`config.mk`:
```
export PLATFORM = sky130hd
export DESIGN_NAME = branch_target_predictor
export DESIGN_NICKNAME = d
export VERILOG_FILES = /design/src/rtl/branch_target_predictor_pkg.sv /design/src/rtl/branch_target_predictor_sat_counter.sv /design/src/rtl/branch_target_predictor.sv
export SDC_FILE = /design/constraint.sdc
export NUM_CORES = 2
export LEC_CHECK = 0
export BUFFER_PORTS_ARGS = -buffer_cell sky130_fd_sc_hd__clkbuf_2
export CAP_MARGIN = 40
export CELL_PAD_IN_SITES_DETAIL_PLACEMENT = 1
export CELL_PAD_IN_SITES_GLOBAL_PLACEMENT = 1
export CORE_MARGIN = 2
export CORE_UTILIZATION = 55
export CTS_BUF_LIST = sky130_fd_sc_hd__clkbuf_4
export DETAILED_ROUTE_END_ITERATION = 8
export PLACE_DENSITY_LB_ADDON = 0.1
export SETUP_SLACK_MARGIN = 0.4
export SYNTH_ARGS = -nofsm -noshare
export SYNTH_HDL_FRONTEND = slang
export SYNTH_SLANG_ARGS = --single-unit
```
`constraint.sdc`:
```
create_clock -name CLK -period 14.51 [get_ports CLK]
set_input_delay 0.7255 -clock CLK [delete_from_list [all_inputs] [get_ports CLK]]
set_output_delay 0.7255 -clock CLK [all_outputs]
set_load 0.02 [all_outputs]
```
`src/rtl/branch_target_predictor_pkg.sv`:
```
// Shared types and elaboration-time helpers for the branch target buffer and
// any later predictors built beside it.
package branch_target_predictor_pkg;

    typedef logic [31:0] word_t;

    // Index width derived from the entry count; ENTRIES is a power of two >= 2.
    function automatic int btb_idx_w(input int entries);
        return $clog2(entries);
    endfunction

    // Tag covers every PC bit above the index and the ignored byte offset.
    function automatic int btb_tag_w(input int entries);
        return 32 - $clog2(entries) - 2;
    endfunction

endpackage

```
`src/rtl/branch_target_predictor_sat_counter.sv`:
```
// Saturating up/down counter step: computes the next value from the current one
// without holding any state itself.
module sat_counter #(
    parameter int W = 2
) (
    input  logic         inc,
    input  logic         dec,
    input  logic [W-1:0] cur,
    output logic [W-1:0] nxt
);

    localparam logic [W-1:0] MAX_VAL = '1;
    localparam logic [W-1:0] MIN_VAL = '0;

    // NOTE: every combinational output gets a default first so no path can infer a latch.
    always_comb begin
        nxt = cur;
        if (inc && !dec && cur != MAX_VAL) begin
            nxt = cur + W'(1);
        end else if (dec && !inc && cur != MIN_VAL) begin
            nxt = cur - W'(1);
        end
    end

endmodule

```
`src/rtl/branch_target_predictor.sv`:
```
// Direct-mapped branch target buffer with per-entry saturating direction
// counters; combinational lookup for IF, resolved-branch updates from MEM.
module branch_target_predictor
    import branch_target_predictor_pkg::*;
#(
    parameter int ENTRIES = 16,
    parameter int CTR_W   = 2,
    parameter int CNT_W   = 32
) (
    input  logic             CLK,
    input  logic             RST,
    input  logic [31:0]      lookup_pc,
    output logic             pred_hit,
    output logic             pred_taken,
    output logic [31:0]      pred_target,
    input  logic             upd_en,
    input  logic             upd_stall,
    input  logic [31:0]      upd_pc,
    input  logic             upd_taken,
    input  logic [31:0]      upd_target,
    input  logic             upd_pred_taken,
    input  logic [31:0]      upd_pred_target,
    output logic             mispredict,
    output logic [CNT_W-1:0] branch_count,
    output logic [CNT_W-1:0] mispredict_count
);

    localparam int IDX_W = btb_idx_w(ENTRIES);
    localparam int TAG_W = btb_tag_w(ENTRIES);

    // New entries start weakly taken: only the counter MSB set.
    localparam logic [CTR_W-1:0] CTR_WEAK = CTR_W'(1) << (CTR_W - 1);

    typedef struct packed {
        logic             valid;
        logic [TAG_W-1:0] tag;
        logic [31:0]      target;
        logic [CTR_W-1:0] ctr;
    } entry_t;

    entry_t table_q [ENTRIES];

    logic [IDX_W-1:0] lookup_idx;
    logic [TAG_W-1:0] lookup_tag;
    entry_t           lookup_entry;

    logic [IDX_W-1:0] upd_idx;
    logic [TAG_W-1:0] upd_tag;
    entry_t           upd_entry;
    logic             upd;
    logic             upd_hit;
    logic [CTR_W-1:0] ctr_nxt;

    // The two low PC bits never select anything; they are tied off here.
    logic unused_pc_bits;
    assign unused_pc_bits = ^{lookup_pc[1:0], upd_pc[1:0]};

    // Lookup path: pure read of the current array contents, no bypass.
    assign lookup_idx   = lookup_pc[IDX_W+1:2];
    assign lookup_tag   = lookup_pc[31:IDX_W+2];
    assign lookup_entry = table_q[lookup_idx];

    always_comb begin
        pred_hit    = lookup_entry.valid && (lookup_entry.tag == lookup_tag);
        pred_taken  = pred_hit && lookup_entry.ctr[CTR_W-1];
        pred_target = pred_hit ? lookup_entry.target : 32'h0;
    end

    // Update path.
    assign upd       = upd_en && !upd_stall;
    assign upd_idx   = upd_pc[IDX_W+1:2];
    assign upd_tag   = upd_pc[31:IDX_W+2];
    assign upd_entry = table_q[upd_idx];
    assign upd_hit   = upd_entry.valid && (upd_entry.tag == upd_tag);

    // A correct direction with a wrong target still counts as a mispredict.
    always_comb begin
        mispredict = 1'b0;
        if (upd) begin
            mispredict = (upd_taken != upd_pred_taken) ||
                         (upd_taken && upd_pred_taken && (upd_target != upd_pred_target));
        end
    end

    sat_counter #(
        .W (CTR_W)
    ) u_dir_ctr (
        .inc (upd_taken),
        .dec (!upd_taken),
        .cur (upd_entry.ctr),
        .nxt (ctr_nxt)
    );

    // NOTE: the flop-based array is fully cleared on reset because a stale valid bit
    // would produce hits; this is affordable only because there is no SRAM behind it.
    always_ff @(posedge CLK) begin
        if (RST) begin
            for (int i = 0; i < ENTRIES; i++) begin
                table_q[i] <= '0;
            end
        end else if (upd) begin
            if (upd_hit) begin
                // NOTE: sequential state uses non-blocking assignments so every reader
                // in this edge sees the pre-edge value.
                table_q[upd_idx].ctr <= ctr_nxt;
                if (upd_taken) begin
                    table_q[upd_idx].target <= upd_target;
                end
            end else if (upd_taken) begin
                // Aliasing taken branch evicts whatever lives at this index.
                table_q[upd_idx] <= '{valid:  1'b1,
                                      tag:    upd_tag,
                                      target: upd_target,
                                      ctr:    CTR_WEAK};
            end
        end
    end

    always_ff @(posedge CLK) begin
        if (RST) begin
            branch_count     <= '0;
            mispredict_count <= '0;
        end else if (upd) begin
            branch_count <= branch_count + CNT_W'(1);
            if (mispredict) begin
                mispredict_count <= mispredict_count + CNT_W'(1);
            end
        end
    end

endmodule

```
---- Yosys cells after proc, flatten, opt, wreduce, memory -nomap -nowiden ----
Memories as Yosys holds them, arrays and structs flattened.
Index checks and enable logic that the tools add are counted.
operators by class
  $lt $le $gt $ge ......................... 0
  reduce and logical (&&, ||, !) cells .... 14
  multiplexer cells ....................... 24
  $mul .................................... 0
  bitwise gates (word level) .............. 2
  div/mod/pow operators ................... 0
  shift operators ......................... 0
  add/subtract/negate cells ............... 4
  equal/unequal tests ..................... 5
operators by type and width
  operator                                           number
  adder 32 x 1 -> 32 bit (second input constant)     2
  2-to-1 mux 32 bit                                  2
  2-to-1 mux 61 bit                                  1
  OR reduction 61 bit                                1
  == test 26 bit                                     2
  != test 32 bit                                     1
  2-to-1 mux 1 bit                                   16
  logical AND 1 bit                                  8
  2-to-1 mux 2 bit                                   3
  2-to-1 mux 4 bit                                   1
  2-to-1 mux 3 bit                                   1
  adder 2 x 1 -> 2 bit (second input constant)       1
  logical NOT 1 bit                                  2
  != test 2 bit (second input constant)              1
  bitwise OR 1 bit                                   2
  AND reduction 2 bit                                1
  nonzero test 2 bit                                 1
  subtractor 2 x 1 -> 2 bit (second input constant)  1
  logical OR 1 bit                                   1
  != test 1 bit                                      1
storage, ports and cells
  memory bits (writable) .................. 976
  memories kept ........................... 1
  bits in registers ....................... 64
  output and inout bits ................... 99
  memory bits (read-only) ................. 0
  logic and storage cells ................. 52
  latch bits .............................. 0
  input port bits ......................... 134
memories
  name     depth  bits a word  rd ports  clocked after memory_dff  wr ports  RTL line                       text
  table_q  16     61           2         0                         16        branch_target_predictor.sv:41  entry_t table_q [ENTRIES];

---- Logic depth before layout (Yosys ltp) ----
An unclocked memory read counts as a cell.
  word-level depth ........................ 10
  gate-level depth with buffers ........... 16
  depth with buffers taken out ............ 9

---- By module ----
From an unflattened synthesis, not the netlist that was laid out.
unflattened totals
  cell total of the unflattened synthesis .. 3589
  area total of the unflattened synthesis .. 52406.5 um2
modules (own cells, without submodules)
  module                   seq. area each (um2)  area an instance (um2)  instances  cells each
  branch_target_predictor  30429.2               52305.2                 1          3573
  sat_counter              0.0                   101.3                   1          16

---- Worst setup path before layout ----
OpenSTA, ideal clock, no wires.
  path type ............................... in2reg
  start ................................... input upd_pc[5]
  end ..................................... memory table_q[1][10] (netlist bit) (enable)
  setup time .............................. 466 ps
  buffers on the path ..................... 7
  cell stages on the path ................. 9
  required time ........................... 14044 ps
  arrival ................................. 4593 ps
  slack ................................... 9452 ps
  path through ............................ buf_2 buf_4 buf_2 buf_2 clkbuf_1 or2_2 clkbuf_1 clkbuf_1 o21ai_0
RTL lines
  item                RTL line                       text
  start: declaration  branch_target_predictor.sv:18  input logic [31:0] upd_pc,
  end: declaration    branch_target_predictor.sv:41

==> results.ini <==
[critical_path]
cp.required_ns=15.39
crit_type=input pin to flip-flop
startpoint_type=input pin
ff2ff_path_depth=9
cp_max_fo=365
worst_r2r_startpoint=table_q[0][35]$_DFFE_PP_
r2r-end=table_q[11][56]$_DFFE_PP_
reg2reg_setup_slack_ns=9.00
cp-end-kind=flip-flop
cp.arrival_ns=7.41

[synth]
syn-instance-count=3518
syn_area_sq_mm=0.05195
synth_nets=3657
syn_area_per_cell_sq_um=14.77
synth-xor-area-share=0.02444
yosysWarnings=0
ys_seq_area_frac=0.5857
synth_ff_type=edfxtp_1
synthAdderAreaFrac=0.001204
synthArstFlopShare=0
synth_top_family_by_area=multiplexers
ys_seq_elements=1040
ys_types=62
synth_compound_area_frac=0.01895
yosys.area_share.simple=0.1490
synth_edf_count=960
yosys-mux-area-fraction=0.1872

[grt]
grt_pass1_wl_mm=252.7
grt_overflow=0
antenna_found_initial=14
first_global_vias=37590
grt_max_degree=366
grt.total_usage=0.3618

[cells_and_area]
mostFrequentLayoutCell=edfxtp_1
syn_to_final_growth_pct=12.26
nets=3928
mostFrequentLayoutCells=edfxtp_1 (960), and2_1 (515), and3_1 (464)
drive_gt1_frac=0.3076
nFillCells=8739
final_util=0.6240

[status]
status=finished with violations
violations=max-slew violations

[die]
dieWidth_um=311.3
rows=112
core_area_sq_mm=0.09347
initial_core_util=0.5558
floorplan.die.height_um=311.3
dieArea_sq_mm=0.09693
pin_count=233

[clock_tree]
insertion_delay_ns=1.22
htreeDepth=5
clock-sinks=1040
postCtsSetupBuffers=0
cts_buffer_depth=4
cts_tree=built
clk_pin_slew_ns=0.06
cts_root_buffer=clkbuf_4
ctsHoldBuffers=24
cts_buffers=295
cts_resized=0

[timing]
slew_headroom=-0.2012
fin_hold_ws_ns=0.1045
slew_violations=204
timing.setup.tns_ns=0
fin_skew_ns=0.1135
fmax_mhz=153.0
rsz0062_at_grt=no
fin_crit_sh=0.4503
fin_crit_ns=6.534
finalSetupViolations=0
tightest_slew_ns=1.802
final_hold_viol_count=0

[route]
wl_per_cell_um=33.33
route.vias.total=35160
ant_nets=0
drtIter0Drc=4835
wl_mm=174.3
drt_first_pass_iters=5
drc=0
viasPerCell=6.725

[placed_design]
place.gp.congestion=0.8390
portBuffers=228
hpwlAfterDp_mm=97.40

[pwr]
clock_power_share=0.389
seqPwrFrac=0.511
p_comb_frac=0.100
vdd_drop_max_mv=0.08737
swShare=0.2493
switchingPower_uw=1696
p_leak_uw=0.02239
p_int_uw=5107
power_density_mw_per_mm2=116.6

[worst_hold_path]
hold_path_startpoint=upd_target[4]
hp-class=input pin to flip-flop
hold_path_depth=2
min_to=table_q[14][6]$_DFFE_PP_

[run]
drv_cap=0

state kept, by name, indices dropped and copies added (netlist names):
register,cells
branch_count,32
mispredict_count,32
table_q,976
metal layers:
metal	wire (um)	global-route usage
met1	63050	0.4720
met2	85130	0.5843
met3	19160	0.08712
met4	6877	0.1523
met5	62	0
cells in the mapped netlist, types with 2 or more instances:
| library cell | n | area share |
|---|---|---|
| xor2_1 | 48 | 0.0081 |
| nand2_1 | 63 | 0.0046 |
| a21boi_0 | 2 | 0.00029 |
| a21oi_1 | 13 | 0.0013 |
| nor2b_1 | 6 | 0.00072 |
| buf_6 | 30 | 0.0065 |
| and4_1 | 9 | 0.0015 |
| nand2b_1 | 2 | 0.00024 |
| nor4_1 | 5 | 0.00060 |
| buf_2 | 26 | 0.0025 |
| o2bb2ai_1 | 2 | 0.00034 |
| and2_1 | 515 | 0.062 |
| or4_1 | 2 | 0.00029 |
| buf_4 | 9 | 0.0013 |
| o41ai_1 | 4 | 0.00067 |
| inv_1 | 16 | 0.0012 |
| o22ai_1 | 3 | 0.00036 |
| xnor2_1 | 97 | 0.016 |
| a22oi_1 | 19 | 0.0027 |
| a32oi_1 | 2 | 0.00034 |
| nand4_1 | 25 | 0.0030 |
| clkbuf_1 | 272 | 0.020 |
| a21o_1 | 17 | 0.0025 |
| o21ai_0 | 40 | 0.0039 |
| o31ai_1 | 2 | 0.00029 |
| buf_1 | 34 | 0.0025 |
| o211ai_1 | 2 | 0.00029 |
| edfxtp_1 | 960 | 0.55 |
| a221oi_1 | 4 | 0.00067 |
| mux2i_1 | 95 | 0.018 |
| or2_2 | 18 | 0.0022 |
| and3_1 | 464 | 0.056 |
| nor3_1 | 42 | 0.0040 |
| or3_1 | 9 | 0.0011 |
| ha_1 | 5 | 0.0012 |
| a22o_1 | 10 | 0.0017 |
| dfxtp_1 | 80 | 0.031 |
| a31oi_1 | 5 | 0.00060 |
| o221ai_1 | 2 | 0.00034 |
| nor2_1 | 110 | 0.0079 |
| nor4b_1 | 2 | 0.00034 |
| nand3_1 | 39 | 0.0038 |
| mux4_2 | 389 | 0.17 |
cells by family after synthesis:
| logic type | count (synthesis) |
|---|---|
| xor+xnor | 145 |
| flops | 1040 |
| buf+inv | 387 |
| simple gates | 1315 |
| mux | 485 |
| compound gates | 141 |
| fa+ha+maj | 5 |
how the worst max path moves through the flow:
stage                             from                   endpoint  slack [ns]  depth (start not counted)
after floorplan              upd_pc[5]   table_q[1][10]$_DFFE_PP_        9.45                          9
after global placement       upd_pc[2]  table_q[11][59]$_DFFE_PP_        7.72                         11
final                        upd_pc[2]  table_q[11][56]$_DFFE_PP_        7.98                         12
after global routing      lookup_pc[4]            pred_target[24]        8.08                         11
after CTS                 lookup_pc[4]            pred_target[24]        8.37                         11
after detailed placement     upd_pc[2]  table_q[11][50]$_DFFE_PP_        7.63                         11
critical path: stages:
cell,delay (ns)
buf_4,0.37
buf_4,0.72
buf_4,0.66
nor2b_4,0.92
a22oi_1,0.22
and3b_1,0.32
o41ai_1,0.26
nand4_1,0.22
or3_1,0.42
or4b_4,0.80
buf_12,0.36
and3_1,0.66
stage by stage:
| step | area (sq um) | setup slack, ns | cells | total power [uW] |
|---|---|---|---|---|
| detailed placement | 54540 | 7.631 | 4721 | 4197 |
| finish | 58320 | 7.976 | 5229 | 6802 |
| global placement | 53850 | 7.724 | 4692 | 4150 |
| CTS | 58290 | 8.373 | 5222 | 6832 |
| global route | 58310 | 8.084 | 5225 | 7041 |
| floorplan | 51950 | 9.452 | 3518 | 3930 |
cell type report:
cell class | instances | area, sq um | share of cell area
inverter | 16 | 60.06 | 0.001030
clock buffer | 435 | 3266 | 0.05599
sequential | 1040 | 30430 | 0.5218
tap | 1254 | 1569 | 0.02690
antenna | 6 | 15.01 | 0.0002574
clock inverter | 42 | 240.2 | 0.004119
multi-input combinational | 2091 | 20120 | 0.3450
timing repair buffer | 345 | 2619 | 0.04490
power groups by stage:
stage | Clock [uW] | Sequential [uW] | Combinational (uW)
after global placement | 0 | 3520 | 634
final | 2650 | 3480 | 678
after CTS | 2690 | 3470 | 670
after floorplan | 0 | 3510 | 420
after detailed placement | 0 | 3540 | 662
after global routing | 2850 | 3480 | 705
Power figures use the tool's default switching activity.
